File: src/rtl/cam_dma_gearbox_pkg.sv
// cam_dma_pkg: shared widths and encodings for the camera DMA gearbox
package cam_dma_pkg;
  localparam int IN_W = 48;
  localparam int OUT_W = 32;
  localparam int CNT_W = 24;
  typedef enum logic [1:0] {P0, P1, P2} phase_t;
  typedef enum logic [1:0] {IDLE, RUN, DRAIN} state_t;
endpackage

File: src/rtl/cam_dma_gearbox_core.sv
// cam_dma_gearbox_core: 48->32 phase/residue packer with a valid/ready output register
module cam_dma_gearbox_core
  import cam_dma_pkg::*;
(
  input  logic             clk,
  input  logic             rst_n,
  input  logic             run,
  input  logic             last,
  input  logic             clr,
  input  logic [IN_W-1:0]  fifo_rdata,
  input  logic             fifo_empty,
  input  logic             tready,
  output logic             fifo_rd_en,
  output logic             load,
  output logic             holding,
  output logic [OUT_W-1:0] tdata,
  output logic             tvalid,
  output logic             tlast
);
  phase_t phase;
  logic [OUT_W-1:0] residue, word, residue_nxt;
  always_comb begin
    load = run && (!tvalid || tready) && (phase == P2 || !fifo_empty);
    fifo_rd_en = load && phase != P2;
    holding = phase != P0;
    word = phase == P0 ? fifo_rdata[31:0] : phase == P1 ? {fifo_rdata[15:0], residue[15:0]} : residue;
    residue_nxt = phase == P0 ? {16'h0, fifo_rdata[47:32]} : phase == P1 ? fifo_rdata[47:16] : '0;
  end
  always_ff @(posedge clk or negedge rst_n)
    if (!rst_n) begin
      phase <= P0;
      residue <= '0;
      tdata <= '0;
      tvalid <= 1'b0;
      tlast <= 1'b0;
    end else begin
      if (clr) begin
        phase <= P0;
        residue <= '0;
      end else if (load) begin
        phase <= phase == P0 ? P1 : phase == P1 ? P2 : P0;
        residue <= residue_nxt;
      end
      if (load) begin
        tdata <= word;
        tvalid <= 1'b1;
        tlast <= last;
      end else if (tready) begin
        tvalid <= 1'b0;
        tlast <= 1'b0;
      end
    end
endmodule

File: src/rtl/cam_dma_gearbox.sv
// cam_dma_gearbox: frame-oriented repacker from the 48-bit camera FIFO to a 32-bit stream
module cam_dma_gearbox
  import cam_dma_pkg::*;
(
  input  logic             clk_i,
  input  logic             a_rstn_i,
  input  logic             start_i,
  input  logic [CNT_W-1:0] frame_words_i,
  input  logic [IN_W-1:0]  fifo_rdata_i,
  input  logic             fifo_empty_i,
  output logic             fifo_rd_en_o,
  output logic [OUT_W-1:0] m_tdata_o,
  output logic             m_tvalid_o,
  output logic             m_tlast_o,
  input  logic             m_tready_i,
  output logic             busy_o,
  output logic             done_o,
  output logic             resid_drop_o
);
  state_t state, state_nxt;
  logic [CNT_W-1:0] words_left;
  logic load, holding, accept, arm, clr;
  always_comb begin
    accept = m_tvalid_o && m_tready_i;
    arm = state == IDLE && start_i;
    clr = state == DRAIN && accept;
    busy_o = state != IDLE;
    state_nxt = state;
    case (state)
      IDLE:    if (start_i && frame_words_i != '0) state_nxt = RUN;
      RUN:     if (load && words_left == CNT_W'(1)) state_nxt = DRAIN;
      DRAIN:   if (accept) state_nxt = IDLE;
      default: state_nxt = IDLE;
    endcase
  end
  always_ff @(posedge clk_i or negedge a_rstn_i)
    if (!a_rstn_i) begin
      state <= IDLE;
      words_left <= '0;
      done_o <= 1'b0;
      resid_drop_o <= 1'b0;
    end else begin
      state <= state_nxt;
      if (arm && frame_words_i != '0) words_left <= frame_words_i;
      else if (load) words_left <= words_left - CNT_W'(1);
      done_o <= (arm && frame_words_i == '0) || clr;
      resid_drop_o <= clr && holding;
    end
  cam_dma_gearbox_core u_core (
    .clk        (clk_i),
    .rst_n      (a_rstn_i),
    .run        (state == RUN),
    .last       (words_left == CNT_W'(1)),
    .clr        (clr),
    .fifo_rdata (fifo_rdata_i),
    .fifo_empty (fifo_empty_i),
    .tready     (m_tready_i),
    .fifo_rd_en (fifo_rd_en_o),
    .load       (load),
    .holding    (holding),
    .tdata      (m_tdata_o),
    .tvalid     (m_tvalid_o),
    .tlast      (m_tlast_o)
  );
endmodule

File: config.mk
export PLATFORM = sky130hd
export DESIGN_NAME = cam_dma_gearbox
export DESIGN_NICKNAME = d
export VERILOG_FILES = /design/src/rtl/cam_dma_gearbox_pkg.sv /design/src/rtl/cam_dma_gearbox_core.sv /design/src/rtl/cam_dma_gearbox.sv
export SDC_FILE = /design/constraint.sdc
export NUM_CORES = 1
export LEC_CHECK = 0
export BUFFER_PORTS_ARGS = -buffer_cell sky130_fd_sc_hd__buf_2
export CAP_MARGIN = 20
export CORE_ASPECT_RATIO = 1.75
export CORE_MARGIN = 3
export CORE_UTILIZATION = 48
export CTS_CLUSTER_DIAMETER = 60
export DETAILED_ROUTE_END_ITERATION = 10
export GPL_TIMING_DRIVEN = 0
export PLACE_DENSITY = 0.88
export SETUP_SLACK_MARGIN = 0.15
export SYNTH_ARGS = -nofsm -noshare
export SYNTH_HDL_FRONTEND = slang
export SYNTH_SLANG_ARGS = --single-unit
File: constraint.sdc
create_clock -name clk_i -period 2.2 [get_ports clk_i]
set_input_delay 0.11 -clock clk_i [delete_from_list [all_inputs] [get_ports clk_i]]
set_output_delay 0.11 -clock clk_i [all_outputs]
set_load 0.05 [all_outputs]
# Word level (Yosys, flattened, before mapping)
# Index checks and enable logic that the tools add are counted.
# W data, S select, Z words.
# classes
addsub	1
n_eq_ne	9
mux	19
n_reduce_logical	26
# op_table
op	count
$mux W32	6
$mux W24	2
$eq A24 B1 Y1 const B	1
$logic_not A24 Y1	1
$reduce_bool A24 Y1	1
$sub A24 B1 Y24 const B	1
$mux W2	7
$logic_and A1 B1 Y1	11
$reduce_bool A2 Y1	5
$ne A2 B2 Y1 const B	3
$pmux W2 S3	1
$eq A2 B1 Y1 const B	2
$eq A2 B2 Y1 const B	2
$logic_not A2 Y1	2
$logic_or A1 B1 Y1	3
$mux W1	3
$reduce_and A3 Y1	1
$logic_not A1 Y1	2
$ne A2 B1 Y1 const B	1
# word_totals
register_bits	96
inputBits	77
out_inout_bits	38

# Depth between registers and ports, before layout
# Gate-level depths: netlist (run 1).
# logic_depth
depth_word	7
ltp_mapped	8

# Modules after synthesis
# From an unflattened synthesis (run 1), not the netlist that was laid out.
# hier_totals
cells_unflattened	528
hier_area_um2	5046.1
# by_module_without_submodules
mod	instances	cells_each	area_each_um2	seq_area_each_um2
cam_dma_gearbox_core	1	358	3354.5	1701.6
cam_dma_gearbox	1	170	1691.6	700.7

# Worst setup path after synthesis (run 1)
# Ideal clock, no wire load.
# synth_path
path_type	register to output
from	register u_core.tvalid
to	output port fifo_rd_en_o
arrival_time_ns	2.107
required_time_ns	2.090
setup_slack_ns	-0.017
stages_incl_launch_ff	6
n_path_buf	2
cell_sequence	dfrtp_1 > nand2b_1 > o211ai_1 > clkbuf_1 > clkbuf_1 > nor2_1
# synth_via
elab_chain_cells	5
# synth_lines
element	line_no	text
start: declaration	cam_dma_gearbox_core.sv:17	output logic tvalid,
start signal: assignment	cam_dma_gearbox_core.sv:34	tvalid <= 1'b0;
start signal: assignment	cam_dma_gearbox_core.sv:46	tvalid <= 1'b1;
start signal: assignment	cam_dma_gearbox_core.sv:49	tvalid <= 1'b0;
$logic_not A1 Y1	cam_dma_gearbox_core.sv:23	load = run && (!tvalid || tready) && (phase == P2 || !fifo_empty);
$logic_or A1 B1 Y1	cam_dma_gearbox_core.sv:23	
$logic_and A1 B1 Y1 (2 in series)	cam_dma_gearbox_core.sv:23	
$logic_and A1 B1 Y1	cam_dma_gearbox_core.sv:24	fifo_rd_en = load && phase != P2;
end: declaration	cam_dma_gearbox.sv:11	output logic fifo_rd_en_o,
# Every way passes these cells.

# Final worst setup path (run 1)
# layout_path
from	register words_left[10]
to	register words_left[17]
# layout_via
elab_chain_cells	3
# layout_lines
element	line_no	text
start: declaration	cam_dma_gearbox.sv:21	logic [CNT_W-1:0] words_left;
start signal: assignment	cam_dma_gearbox.sv:44	if (arm && frame_words_i != '0) words_left <= frame_words_i;
start signal: assignment	cam_dma_gearbox.sv:45	else if (load) words_left <= words_left - CNT_W'(1);
$sub A24 B1 Y24	cam_dma_gearbox.sv:45	
$mux W24	cam_dma_gearbox.sv:45	
$mux W24	cam_dma_gearbox.sv:44	
# Every way passes these cells. The select of a mux whose other input is x is not followed.
# A chain may end at the register's enable or synchronous reset.

==> load_flow_metrics.sql, run 1 <==
INSERT INTO impl_metrics (metric_group, metric, value, unit) VALUES
('route', 'drc', '0', ''),
('timing', 'worst-slew-pin-transition', '0.672', 'ns'),
('grt', 'grt_antenna_before_repair', '0', ''),
('worst_hold_path', 'hp-class', 'in -> reg', ''),
('clocking', 'clkSinkCount', '96', ''),
('grt', 'first_pass_grt_wire_length', '23200', 'um'),
('outcome', 'failed_checks', 'setup timing', ''),
('logic_synthesis', 'synth-compound-area-share', '0.202', ''),
('pwr', 'report.power.total', '0.00883', 'W'),
('timing', 'timing.final.setup_violations', '6', ''),
('final_layout', 'layout_cell_share_with_drive_strength_beyond_1', '0.330', ''),
('critical_path', 'cp.required', '2.47', 'ns'),
('flow_run', 'maxCapViolCount', '0', ''),
('grt', 'grt_pass1_vias', '4694', ''),
('outcome', 'outcome', 'finished, violations left', ''),
('logic_synthesis', 'synth_xor_xnor_area_share', '0.00932', ''),
('logic_synthesis', 'yosys-mux-area-fraction', '0.0748', ''),
('pwr', 'p_leak', '2.97', 'nW'),
('logic_synthesis', 'synth_top_family_by_area', 'compound AO/OA/AOI/OAI gates', ''),
('timing', 'relSlewSlack', '0.548', ''),
('route', 'route.vias.total', '4629', ''),
('logic_synthesis', 'ys.warnings.count', '0', ''),
('critical_path', 'cp.arrival', '2.59', 'ns'),
('route', 'met3WireLength', '1040', 'um'),
('final_layout', 'antenna-diode-count', '0', ''),
('critical_path', 'setup.worst_path.end_class', 'flip-flop', ''),
('route', 'antenna_violating_nets_post_route', '0', ''),
('logic_synthesis', 'netlist_cell_types', '49', ''),
('route', 'drt_first_iter_violations', '239', ''),
('final_layout', 'final_core_util', '0.657', ''),
('place', 'detailedPlacementHpwl', '10400', 'um'),
('timing', 'timing.final.crit_period', '2.32', 'ns'),
('clocking', 'worst_setup_hold_path_clk_slew', '0.07', 'ns'),
('critical_path', 'crit_path_start_kind', 'flip-flop', ''),
('logic_synthesis', 'synthCells', '476', ''),
('route', 'detail_route.vias_per_cell', '6.10', ''),
('clocking', 'cts-buffers-inserted', '9', ''),
('clocking', 'cts_root_buffer', 'sky130_fd_sc_hd__clkbuf_16', ''),
('place', 'routabilityCongestion', '0.920', ''),
('critical_path', 'critical_path.max_fanout', '5', ''),
('route', 'top_layer', 'met4', ''),
('clocking', 'clock_path_buffers', '2', ''),
('grt', 'track_usage', '0.275', ''),
('timing', 'slack_of_the_critical_path', '-0.124', 'ns'),
('final_layout', 'final_net_count', '712', ''),
('die', 'die_width', '80.8', 'um'),
('logic_synthesis', 'ys_ff_latch', '96', ''),
('grt', 'grt_start_max_net_pins', '52', ''),
('logic_synthesis', 'synth_fp_nets', '555', ''),
('logic_synthesis', 'synth_area', '0.00470', 'mm2'),
('critical_path', 'critPathKind', 'reg -> reg', ''),
('die', 'die-height', '137', 'um'),
('logic_synthesis', 'number_of_enable_type_register_cells_in_the_synthesized_netlist', '0', ''),
('route', 'routed_length_on_met1', '5410', 'um'),
('route', 'met2_length', '8400', 'um'),
('logic_synthesis', 'synth_ff_type', 'sky130_fd_sc_hd__dfrtp_1', ''),
('logic_synthesis', 'synth_simple_gate_area_share', '0.165', ''),
('place', 'io_buffers', '114', ''),
('timing', 'finalHoldViolCount', '0', ''),
('logic_synthesis', 'synth_sequential_area_ratio', '0.511', ''),
('die', 'placementRows', '47', ''),
('final_layout', 'most-common-layout-cells', 'sky130_fd_sc_hd__buf_2 (116), sky130_fd_sc_hd__dfrtp_1 (94), sky130_fd_sc_hd__nand2_1 (67), sky130_fd_sc_hd__o21ai_0 (51), sky130_fd_sc_hd__mux2i_1 (34)', ''),
('logic_synthesis', 'synth_async_sr_flop_share', '1.00', ''),
('pwr', 'peakVddDrop', '1.27', 'mV'),
('clocking', 'htree_num_levels', '3', ''),
('route', 'drt-pass1-iter-count', '4', ''),
('timing', 'post_route_fraction_of_the_period_consumed_by_the_critical_path', '1.06', ''),
('final_layout', 'areaGrowthSynthToFinish', '33.2', '%'),
('route', 'routed_length_per_instance', '20.3', 'um'),
('logic_synthesis', 'syn_avg_cell_area', '9.87', 'um2'),
('final_layout', 'layout_commonest_cell', 'sky130_fd_sc_hd__buf_2', '');
area by class of cell:
class / instances / area [um2] / area share
clock buffer: 11 / 233 / 0.0372
inverter: 4 / 15.0 / 0.00240
sequential: 96 / 2400 / 0.384
tap: 122 / 153 / 0.0244
timing repair buffer: 146 / 858 / 0.137
clock inverter: 4 / 55.1 / 0.00880
multi-input combinational: 345 / 2320 / 0.371
buffer: 31 / 218 / 0.0348
layer usage:
metal | GRT usage | vias up
li1 | - | 2066
met1 | 0.308 | 2279
met2 | 0.493 | 232
met3 | 0.0487 | 52
met4 | 0.134 | 0
met5 | 0 | -
logic make-up (layout without fill, tap and decap cells):
group,after synthesis,count (layout)
AOI/OAI and AO/OA,144,144
adders and majority gates,2,2
buffers and inverters,35,196
xor gates and xnor gates,5,5
and+or+nand+nor,159,159
DFF,96,96
muxes,35,35
where the power goes:
part | internal (W) | leakage, nW | switching [W]
clock | 0.000883 | 0.136 | 0.000684
combinational | 0.00149 | 1.61 | 0.00277
sequential | 0.00247 | 1.22 | 0.000538
total | 0.00484 | 2.97 | 0.00399
worst max-delay path: stages (launching register included):
cell	delay, ns
sky130_fd_sc_hd__dfrtp_1	0.44
sky130_fd_sc_hd__or4_4	0.53
sky130_fd_sc_hd__buf_6	0.14
sky130_fd_sc_hd__nor4_4	0.26
sky130_fd_sc_hd__nand4_1	0.20
sky130_fd_sc_hd__buf_4	0.21
sky130_fd_sc_hd__or3_4	0.34
sky130_fd_sc_hd__nand3_2	0.13
synthesized netlist by cell type, drive strengths merged (2+ instances only):
cell	count	share of area
dfrtp	96	0.51
nand2	68	0.054
o21ai	54	0.058
mux2i	34	0.072
nor2	34	0.027
a21oi	21	0.022
clkbuf	21	0.017
a22o	17	0.032
a22oi	16	0.026
o211ai	14	0.022
nand3	11	0.012
nor4	11	0.019
buf	10	0.013
a221o	9	0.019
or3	8	0.012
a21o	4	0.0064
inv	4	0.0032
nand4	4	0.0053
and2	3	0.0040
nor3	3	0.0032
nor3b	3	0.0048
o311ai	3	0.0056
or4	3	0.0059
xnor2	3	0.0056
ha	2	0.0053
nand2b	2	0.0027
nand3b	2	0.0032
nor2b	2	0.0027
or2	2	0.0032
xor2	2	0.0037
flip-flops by register name (all words and copies together), names as in the netlist:
name            flops
u_core.residue     32
u_core.tdata       32
words_left         24
state               2
u_core.phase        2
done_o              1
resid_drop_o        1
u_core.tlast        1
u_core.tvalid       1
final timing paths:
| path | startpoint | end | slack, ns | cells after the start |
|---|---|---|---|---|
| worst max register to register | words_left[10] | words_left[17] | -0.12 | 7 |
| min in group asynchronous | a_rstn_i | words_left[14] | 0.34 | 2 |
| worst min register to register | u_core.tdata[17] | u_core.tdata[17] | 0.48 | 2 |
| worst max-delay path | words_left[10] | words_left[17] | -0.12 | 7 |
| worst min-delay path | fifo_rdata_i[36] | u_core.residue[20] | 0.008 | 2 |
| max in group asynchronous | a_rstn_i | u_core.residue[16] | 1.20 | 3 |
metrics by stage:
step | cells | setup TNS (ns) | cell area [um2] | setup WS (ns)
global route | 759 | -0.547 | 6260 | -0.196
CTS | 748 | -0.101 | 6090 | -0.0401
floorplan | 476 | 0 | 4720 | 0.0734
finish | 759 | -0.417 | 6260 | -0.124
detailed placement | 713 | -25.07 | 5470 | -0.607
global placement | 712 | -20.42 | 5440 | -0.609
what timing repair did:
| action | CTS | global route |
|---|---|---|
| gates resized for setup | 48 | 30 |
| hold endpoints to repair | 50 | 0 |
| endpoints found under the setup margin | 94 | 49 |
| buffers inserted | 14 | 11 |
| hold buffers | 6 | 0 |
| pin swaps | 12 | 14 |
(Power assumes the default switching activity.)
==> run 2: changes to the inputs <==
--- a/config.mk
+++ b/config.mk
@@ -9,11 +9,11 @@
 export CAP_MARGIN = 20
 export CORE_ASPECT_RATIO = 1.75
 export CORE_MARGIN = 3
-export CORE_UTILIZATION = 48
+export CORE_UTILIZATION = 45
 export CTS_CLUSTER_DIAMETER = 60
 export DETAILED_ROUTE_END_ITERATION = 10
 export GPL_TIMING_DRIVEN = 0
-export PLACE_DENSITY = 0.88
+export PLACE_DENSITY = 0.84
 export SETUP_SLACK_MARGIN = 0.15
 export SYNTH_ARGS = -nofsm -noshare
 export SYNTH_HDL_FRONTEND = slang
==> load_flow_metrics.sql, run 2 (synthesis gave the netlist of run 1 again) <==
INSERT INTO impl_metrics (metric_group, metric, value, unit) VALUES
('timing', 'timing.final.max_slew_violations', '0', ''),
('die', 'io_pins', '115', ''),
('pwr', 'sequential_power_share', '0.338', ''),
('final_layout', 'multi_input_comb_area', '0.00234', 'mm2'),
('final_layout', 'final_core_util', '0.623', ''),
('place', 'place_worst_setup_slack', '-0.577', 'ns'),
('final_layout', 'layout_top_registers', 'u_core.residue x32, u_core.tdata x32, words_left x24', ''),
('pwr', 'switching_share', '0.447', ''),
('route', 'drt-pass1-iter-count', '5', ''),
('worst_hold_path', 'worst_hold_path.num_cells', '3', ''),
('timing', 'finalHoldViolCount', '0', ''),
('route', 'detail_route.vias_per_cell', '6.04', ''),
('place', 'detailedPlacementHpwl', '10800', 'um'),
('die', 'std_cell_core_area', '0.0100', 'mm2'),
('timing', 'timing.final.crit_period', '2.20', 'ns'),
('grt', 'grt_antenna_before_repair', '0', ''),
('place', 'routabilityCongestion', '0.900', ''),
('outcome', 'outcome', 'finished clean', ''),
('final_layout', 'layout_cell_share_with_drive_strength_beyond_1', '0.344', ''),
('critical_path', 'ff2ff_path_depth', '5', ''),
('die', 'placementRows', '48', ''),
('final_layout', 'fillerInstances', '830', ''),
('timing', 'post_route_fraction_of_the_period_consumed_by_the_critical_path', '0.998', ''),
('final_layout', 'final_net_count', '709', ''),
('grt', 'global_route.overflow_total', '0', ''),
('final_layout', 'areaGrowthSynthToFinish', '33.0', '%'),
('timing', 'worst-slew-pin-transition', '0.582', 'ns'),
('final_layout', 'layout_commonest_cell', 'sky130_fd_sc_hd__buf_2', ''),
('route', 'route.vias.total', '4581', ''),
('timing', 'relSlewSlack', '0.611', ''),
('critical_path', 'crit_path_start_kind', 'flip-flop', ''),
('route', 'postRouteWirelength', '15300', 'um'),
('die', 'die_width', '83.3', 'um'),
('pwr', 'power_density', '1430', 'mW/mm2'),
('critical_path', 'cp.required', '2.43', 'ns'),
('critical_path', 'critPathKind', 'reg -> reg', ''),
('route', 'drt_first_iter_violations', '274', ''),
('clocking', 'cts_root_buffer', 'sky130_fd_sc_hd__clkbuf_16', ''),
('pwr', 'power.internal', '0.00496', 'W'),
('die', 'die-height', '141', 'um'),
('critical_path', 'setup.worst_path.end_class', 'flip-flop', ''),
('critical_path', 'reg_to_reg_critical_path_startpoint', 'words_left[17]', ''),
('pwr', 'p_leak', '2.97', 'nW'),
('timing', 'slack_of_the_critical_path', '0.00367', 'ns'),
('route', 'routed_length_per_instance', '20.1', 'um'),
('clocking', 'worst_skew_pair.late_latency', '0.34', 'ns'),
('clocking', 'htree_num_levels', '3', ''),
('worst_hold_path', 'hp-class', 'in -> reg', ''),
('clocking', 'worst_setup_hold_path_clk_slew', '0.07', 'ns'),
('grt', 'track_usage', '0.258', ''),
('route', 'antenna_violating_nets_post_route', '0', ''),
('critical_path', 'ff2ff_setup_slack', '0.004', 'ns'),
('critical_path', 'reg2reg_end', 'state[0]', ''),
('final_layout', 'antenna-diode-count', '0', ''),
('worst_hold_path', 'worstHoldEndpoint', 'words_left[18]', ''),
('critical_path', 'cp.arrival', '2.43', 'ns'),
('die', 'total_die_area', '0.0118', 'mm2'),
('worst_hold_path', 'hp-start', 'frame_words_i[18]', ''),
('grt', 'grt_pass1_vias', '4748', ''),
('place', 'io_buffers', '114', ''),
('timing', 'max_freq', '455', 'MHz'),
('pwr', 'report.power.total', '0.00897', 'W'),
('timing', 'totalNegativeSetupSlack', '0', 'ns'),
('timing', 'unrepaired_setup_endpoints_after_global_routing', 'true', ''),
('final_layout', 'most-common-layout-cells', 'sky130_fd_sc_hd__buf_2 (117), sky130_fd_sc_hd__dfrtp_1 (93), sky130_fd_sc_hd__nand2_1 (68), sky130_fd_sc_hd__o21ai_0 (52), sky130_fd_sc_hd__mux2i_1 (34)', ''),
('pwr', 'comb_power_share', '0.487', ''),
('grt', 'grt_start_max_net_pins', '57', ''),
('clocking', 'cts-buffers-inserted', '9', ''),
('critical_path', 'critical_path.max_fanout', '3', ''),
('clocking', 'tritoncts', 'yes', ''),
('grt', 'first_pass_grt_wire_length', '24100', 'um'),
('timing', 'timing.final.setup_violations', '0', ''),
('die', 'starting_density_of_the_core', '0.469', ''),
('route', 'drc', '0', ''),
('pwr', 'pwr-share-clk', '0.175', ''),
('final_layout', 'layout.area.seq', '0.00241', 'mm2'),
('pwr', 'net_switching_power', '0.00401', 'W'),
('flow_run', 'maxCapViolCount', '0', ''),
('pwr', 'peakVddDrop', '1.11', 'mV'),
('clocking', 'clock_path_buffers', '2', ''),
('clocking', 'clkSinkCount', '96', ''),
('timing', 'worst_clock_skew', '0.00645', 'ns');
run 2: changes by cell type in the layout (fill, tap and decap cells not counted), sizes merged:
| cell | before | now |
|---|---|---|
| buf | 152 | 156 |
| clkbuf | 30 | 28 |
| dlygate4sd3 | 6 | 1 |
| inv | 5 | 4 |
run 2: critical path, stage by stage, from the launching register on:
cell	delay (ns)
sky130_fd_sc_hd__dfrtp_1	0.39
sky130_fd_sc_hd__or4_4	0.55
sky130_fd_sc_hd__or3_4	0.35
sky130_fd_sc_hd__or2_4	0.25
sky130_fd_sc_hd__or3_4	0.40
sky130_fd_sc_hd__a21o_1	0.16
run 2: per-stage QoR:
| step | hold WS, ns | instances | instance area, um2 |
|---|---|---|---|
| floorplan | -0.186 | 476 | 4720 |
| global placement | 0.345 | 715 | 5440 |
| detailed placement | 0.142 | 716 | 5470 |
| CTS | 0.000263 | 748 | 6100 |
| global route | 0.0221 | 758 | 6250 |
| finish | 0.0178 | 758 | 6250 |
run 2: worst max path at each step:
| stage | from | to | slack [ns] | depth (start not counted) |
|---|---|---|---|---|
| final | words_left[17] | state[0] | 0.004 | 5 |
| after global placement | u_core.phase[1] | fifo_rd_en_o | -0.54 | 7 |
| after CTS | words_left[10] | state[0] | -0.005 | 7 |
| after global routing | words_left[17] | state[0] | -0.02 | 5 |
| after detailed placement | u_core.phase[0] | u_core.tdata[6] | -0.58 | 5 |
| after floorplan | words_left[18] | state[0] | 0.07 | 5 |
run 2: layout make-up:
cell class                 instances  share of cell area
sequential                        96               0.385
tap                              125              0.0250
timing repair buffer             143               0.132
buffer                            31              0.0330
multi-input combinational        345               0.375
inverter                           4             0.00240
clock buffer                      11              0.0404
clock inverter                     3             0.00681
run 2: repair_timing:
action | 4_1_cts | 5_1_grt
hold buffers | 1 | 0
gates resized for setup | 52 | 30
endpoints found under the setup margin | 94 | 54
setup buffers | 17 | 10
hold endpoints to repair | 40 | 0
pin swaps | 15 | 16
run 2: layer usage:
layer / GRT usage / up-vias / share of wire
met3: 0.0456 / 42 / 0.066
met2: 0.479 / 213 / 0.55
met4: 0.116 / 0 / 0.030
met1: 0.282 / 2271 / 0.35
li1: - / 2055 / -
met5: 0 / - / 0
run 2: power by group through the flow:
| stage | sequential (W) | clock [W] | combinational (W) |
|---|---|---|---|
| after floorplan | 0.00381 | 0 | 0.00185 |
| after global placement | 0.00294 | 0 | 0.00369 |
| after detailed placement | 0.00299 | 0 | 0.00382 |
| after CTS | 0.00298 | 0.00159 | 0.00414 |
| after global routing | 0.00310 | 0.00167 | 0.00467 |
| final | 0.00303 | 0.00157 | 0.00437 |
